<file path="src/rtl/ibex_fetch_req_ctrl.sv">
// rtl/ibex_fetch_req_ctrl.sv - request-side controller of the instruction prefetch path
module ibex_fetch_req_ctrl #(
  parameter int unsigned NUM_REQS = 2
) (
  input  logic        clk_i,
  input  logic        rst_ni,
  input  logic        req_i,
  input  logic        branch_i,
  input  logic [31:0] addr_i,
  input  logic        fifo_ready_i,
  output logic        fifo_clear_o,
  output logic [31:0] fifo_addr_o,
  output logic        fifo_valid_o,
  output logic [31:0] fifo_rdata_o,
  output logic        fifo_err_o,
  output logic        instr_req_o,
  input  logic        instr_gnt_i,
  output logic [31:0] instr_addr_o,
  input  logic        instr_rvalid_i,
  input  logic [31:0] instr_rdata_i,
  input  logic        instr_err_i,
  output logic        busy_o
);

  localparam int unsigned CW = $clog2(NUM_REQS + 1);

  typedef enum logic {
    IDLE,
    WAIT_GNT
  } state_e;

  state_e        state_q;
  logic [31:0]   fetch_addr_q;
  logic [31:0]   req_addr_q;
  logic [CW-1:0] outstanding_q;
  logic [CW-1:0] discard_q;
  logic          stale_q;

  logic [31:0]   branch_addr;
  logic          room;
  logic          gnt_taken;
  logic          wait_gnt;
  logic          rsp_drop;
  logic [CW-1:0] outstanding_d;
  logic [CW-1:0] discard_d;

  assign branch_addr = {addr_i[31:2], 2'b00};
  assign room        = outstanding_q < CW'(NUM_REQS);

  // A request parked in WAIT_GNT must stay on the bus unchanged until granted.
  always_comb begin
    instr_req_o  = 1'b0;
    instr_addr_o = fetch_addr_q;
    if (state_q == WAIT_GNT) begin
      instr_req_o  = rst_ni;
      instr_addr_o = req_addr_q;
    end else begin
      instr_req_o  = rst_ni & req_i & fifo_ready_i & room;
      instr_addr_o = branch_i ? branch_addr : fetch_addr_q;
    end
  end

  assign gnt_taken = instr_req_o & instr_gnt_i;
  assign wait_gnt  = (state_q == WAIT_GNT) & instr_gnt_i;
  assign rsp_drop  = instr_rvalid_i & (discard_q != '0);

  assign outstanding_d = outstanding_q + CW'(gnt_taken) - CW'(instr_rvalid_i);

  // On a branch everything still in flight becomes stale, including an old-target grant this cycle.
  always_comb begin
    discard_d = discard_q;
    if (branch_i) begin
      discard_d = outstanding_q - CW'(instr_rvalid_i) + CW'(wait_gnt);
    end else begin
      discard_d = discard_q - CW'(rsp_drop) + CW'(wait_gnt & stale_q);
    end
  end

  always_ff @(posedge clk_i) begin
    if (!rst_ni) begin
      state_q       <= IDLE;
      fetch_addr_q  <= '0;
      req_addr_q    <= '0;
      outstanding_q <= '0;
      discard_q     <= '0;
      stale_q       <= 1'b0;
    end else begin
      outstanding_q <= outstanding_d;
      discard_q     <= discard_d;
      case (state_q)
        IDLE: begin
          if (instr_req_o) begin
            fetch_addr_q <= instr_addr_o + 32'd4;
            if (!instr_gnt_i) begin
              req_addr_q <= instr_addr_o;
              state_q    <= WAIT_GNT;
            end
          end else if (branch_i) begin
            fetch_addr_q <= branch_addr;
          end
        end
        WAIT_GNT: begin
          if (branch_i) begin
            fetch_addr_q <= branch_addr;
          end
          if (instr_gnt_i) begin
            stale_q <= 1'b0;
            state_q <= IDLE;
          end else if (branch_i) begin
            stale_q <= 1'b1;
          end
        end
        default: state_q <= IDLE;
      endcase
    end
  end

  assign fifo_clear_o = rst_ni & branch_i;
  assign fifo_addr_o  = addr_i;
  assign fifo_valid_o = rst_ni & instr_rvalid_i & (discard_q == '0) & ~branch_i;
  assign fifo_rdata_o = instr_rdata_i;
  assign fifo_err_o   = instr_err_i;
  assign busy_o       = instr_req_o | (outstanding_q != '0);

  always_ff @(posedge clk_i) begin
    if (rst_ni) begin
      gnt_needs_req: assert (!instr_gnt_i || instr_req_o);
      rvalid_needs_outstanding: assert (!instr_rvalid_i || (outstanding_q != '0));
      discard_bounded: assert (discard_q <= outstanding_q);
    end
  end

endmodule

</file>
<file path="config.mk">
export PLATFORM = sky130hd
export DESIGN_NAME = ibex_fetch_req_ctrl
export DESIGN_NICKNAME = d
export VERILOG_FILES = /design/src/rtl/ibex_fetch_req_ctrl.sv
export SDC_FILE = /design/constraint.sdc
export NUM_CORES = 1
export LEC_CHECK = 0
export CAP_MARGIN = 20
export CORE_ASPECT_RATIO = 1.1
export CORE_UTILIZATION = 44
export CTS_CLUSTER_DIAMETER = 50
export DETAILED_ROUTE_END_ITERATION = 8
export PLACE_DENSITY = 0.81
export SYNTH_ARGS = -nofsm -noshare
export SYNTH_HDL_FRONTEND = slang
export SYNTH_SLANG_ARGS = --single-unit
</file>
<file path="constraint.sdc">
create_clock -name clk_i -period 3 [get_ports clk_i]
set_clock_uncertainty 0.2 [all_clocks]
set_input_delay 0.3 -clock clk_i [delete_from_list [all_inputs] [get_ports clk_i]]
set_output_delay 0.3 -clock clk_i [all_outputs]
set_load 0.02 [all_outputs]
</file>
==> flow_summary_export.csv, run 1 <==
group,metric,value,unit
clock_network,post_cts_buffers,0,
cells_and_area,syn2layout_area_growth,19.43,%
yosys,ys_seq_elements,70,
placed_design,place.gp.congestion,0.8294,
global_route,grt_max_degree,43,
critical_path,cp_slowest_cell,"clkdlybuf4s50_1",
critical_path,crit_required,2500,ps
power_and_ir_drop,seqPwrFrac,0.437,
clock_network,worstSkewPairLatency,360,ps
global_route,antenna_found_initial,0,
critical_path,path_cells,"buf_4, mux2i_1, inv_1, clkdlybuf4s50_1",
timing,finalHoldViolations,0,
die,initial_core_util,0.4556,
yosys,synth.net_count,570,
critical_path,r2r_setup_slack,580,ps
outcome,status,"finished clean",
timing,max_slew_margin,0.6602,
critical_path,cp_num_buf_inv,3,
power_and_ir_drop,swShare,0.3031,
power_and_ir_drop,p_total,2.271,mW
critical_path,crit_family,"buffers and inverters",
timing,rsz0062_at_grt,"false",
power_and_ir_drop,peakVddDrop,255.8,uV
routing,first_pass_iters,4,
timing,max_clock_freq,373.8,MHz
routing,wl_met2,4841,um
power_and_ir_drop,leakagePower,1.970,nW
cells_and_area,layout.nets,607,
critical_path,r2r-end,"fetch_addr_q[25]",
cells_and_area,layout_commonest_cell,"clkdlybuf4s50_1",
timing,period_minus_slack,2675,ps
critical_path,r2r_cells,7,
global_route,grt_remaining_overflow,0,
die,die_area,10130,um^2
routing,m1WireLength,4132,um
clock_network,cts_tree,"done",
clock_network,clk_pin_slew,80,ps
clock_network,cts.sinks,70,
timing,slew_violations,0,
cells_and_area,drive_gt1_frac,0.1801,
routing,wl_per_cell,15.01,um
routing,drc,0,
yosys,avgSynthCellArea,8.720,um^2
power_and_ir_drop,pwr_density_cell,444.1,nW/um^2
timing,tightest_slew,499.9,ps
critical_path,cp_max_fo,22,
placed_design,buffer_ports.inserted,102,
critical_path,worst_setup_path_start_kind,"register",
die,num_rows,37,
critical_path,path_depth,4,
critical_path,worstPathArrival,2180,ps
global_route,grt_pass1_wl,15720,um
yosys,syn-cell-area,4282,um^2
clock_network,h-tree-depth,3,
yosys,ys_async_sr_fraction,0,
timing,final-setup-viol-count,0,
clock_network,cts_resized,0,
power_and_ir_drop,p_int,1.583,mW
critical_path,crit_path_end,"instr_addr_o[25]",
timing,fin_tns_setup,0,ps
clock_network,clockBufferDepth,2,
die,die_w,96.06,um
die,core_area,9398,um^2
power_and_ir_drop,comb_power_share,0.261,
yosys,synth_warnings,0,
yosys,synth_ff_type,"dfxtp_1",
routing,vias,3456,
cells_and_area,antenna_cells,0,
yosys,synth_edf_count,0,
yosys,ys_types,48,
power_and_ir_drop,power_switching,688.4,uW
worst_hold_path,min_path_type,"register to register",
global_route,grtUsageTotal,0.1995,
clock_network,cts_hold_buffers,0,
routing,antenna_left,0,
global_route,grt_pass1_vias,3385,
yosys,yosysSeqAreaShare,0.3273,
die,ioPinCount,173,
placed_design,dpl.hpwl,6955,um
power_and_ir_drop,p_clk_frac,0.302,
critical_path,end_kind,"output pin",
critical_path,path_class,"register to output pin",
critical_path,startpoint,"state_q",
routing,wirelength,9758,um
routing,viasPerCell,5.317,
routing,wl_met3,559,um
yosys,synthCells,491,
routing,dr.first_iter.drc_count,132,
worst_hold_path,hold_path_depth,2,
cells_and_area,mostFrequentLayoutCells,"clkdlybuf4s50_1, nand2_1, dfxtp_1",
timing,min_period_over_period,0.8918,
die,die_h,105.5,um
critical_path,max_stage_delay,590,ps
run,max_cap_violations,0,
clock_network,cts-root-buf,"clkbuf_8",
routing,top_layer_used,"met4",
clock_network,cts_made_buffers,9,
critical_path,r2r-start,"state_q",
## through the flow
| step | util | cells | hold slack, ps | setup slack [ps] | instance area, um^2 |
|---|---|---|---|---|---|
| floorplan | - | 491 | 176.8 | 159.4 | 4282 |
| global placement | 0.5255 | 634 | 238.8 | 361.9 | 4938 |
| detailed placement | 0.5255 | 634 | 243.5 | 338.3 | 4938 |
| CTS | 0.5441 | 650 | 254.3 | 327.3 | 5114 |
| global route | 0.5441 | 650 | 272.6 | 252.2 | 5114 |
| finish | 0.5441 | 650 | 254.2 | 324.6 | 5114 |
## worst reg2reg max path, stage by stage, from the launching register on
cell and delay, ps:
dfxtp_2 350, buf_4 310, mux2i_1 170, inv_2 120, and3_1 310, nand3_2 300
or4_1 550, nand2_1 70
## final cells by class
cell class,count,area (um^2)
clock buffer,10,137.6
timing repair buffer,119,1156
fill,841,4284
tap,117,146.4
inverter,17,63.81
sequential,70,1403
clock inverter,6,37.54
multi-input combinational,311,2170
## how the worst min path moves through the flow
stage | from | end | slack (ps)
floorplan | instr_gnt_i | state_q | 180
global placement | req_addr_q[13] | req_addr_q[13] | 240
detailed placement | req_addr_q[23] | req_addr_q[23] | 240
CTS | req_addr_q[23] | req_addr_q[23] | 250
global route | req_addr_q[8] | req_addr_q[8] | 270
finish | req_addr_q[23] | req_addr_q[23] | 250
## metal layers
| metal | GRT usage | vias up |
|---|---|---|
| met5 | 0 | - |
| met4 | 0.1013 | 0 |
| met3 | 0.04401 | 19 |
| met2 | 0.3328 | 114 |
| met1 | 0.2356 | 1631 |
| li1 | - | 1692 |
## cell usage after synthesis, types with 8 or more instances
library cell | instances | area, um^2
dfxtp_1 | 70 | 1401
nand2_1 | 70 | 262.8
buf_4 | 67 | 503.0
a21oi_1 | 38 | 190.2
mux2_2 | 33 | 371.6
nor2_1 | 33 | 123.9
inv_1 | 16 | 60.06
clkbuf_1 | 13 | 48.80
mux2i_1 | 12 | 120.1
mux2_1 | 10 | 112.6
mux2_4 | 8 | 120.1
nor3_1 | 8 | 40.04
## power by group through the flow
stage                     clock, mW  combinational [mW]  sequential, mW
final                         0.687               0.592           0.992
after global routing          0.739               0.638           0.996
after CTS                     0.705               0.595           0.992
after detailed placement          0               0.592            1.01
after global placement            0               0.579            1.01
after floorplan                   0               0.454            1.01
## registers in the layout (all words and copies together) (netlist names)
name,cells
fetch_addr_q,32
req_addr_q,32
discard_q,2
outstanding_q,2
stale_q,1
state_q,1
## cell families after synthesis
kind of cell	share of synthesized area
AOI/OAI and AO/OA	0.09117
and+or+nand+nor	0.1914
DFF	0.3273
muxes	0.1756
adders and majority gates	0.02045
xor gates and xnor gates	0.02659
buffers and inverters	0.1674
Power figures use the tool's default switching activity.
==> inputs of run 2 (changes only) <==
--- a/config.mk
+++ b/config.mk
@@ -7,6 +7,7 @@
 export LEC_CHECK = 0
 export CAP_MARGIN = 20
 export CORE_ASPECT_RATIO = 1.1
+export CORE_MARGIN = 1
 export CORE_UTILIZATION = 44
 export CTS_CLUSTER_DIAMETER = 50
 export DETAILED_ROUTE_END_ITERATION = 8
==> results of run 2 <==
The final DEF is identical to that of run 1; final timing and power are the same.
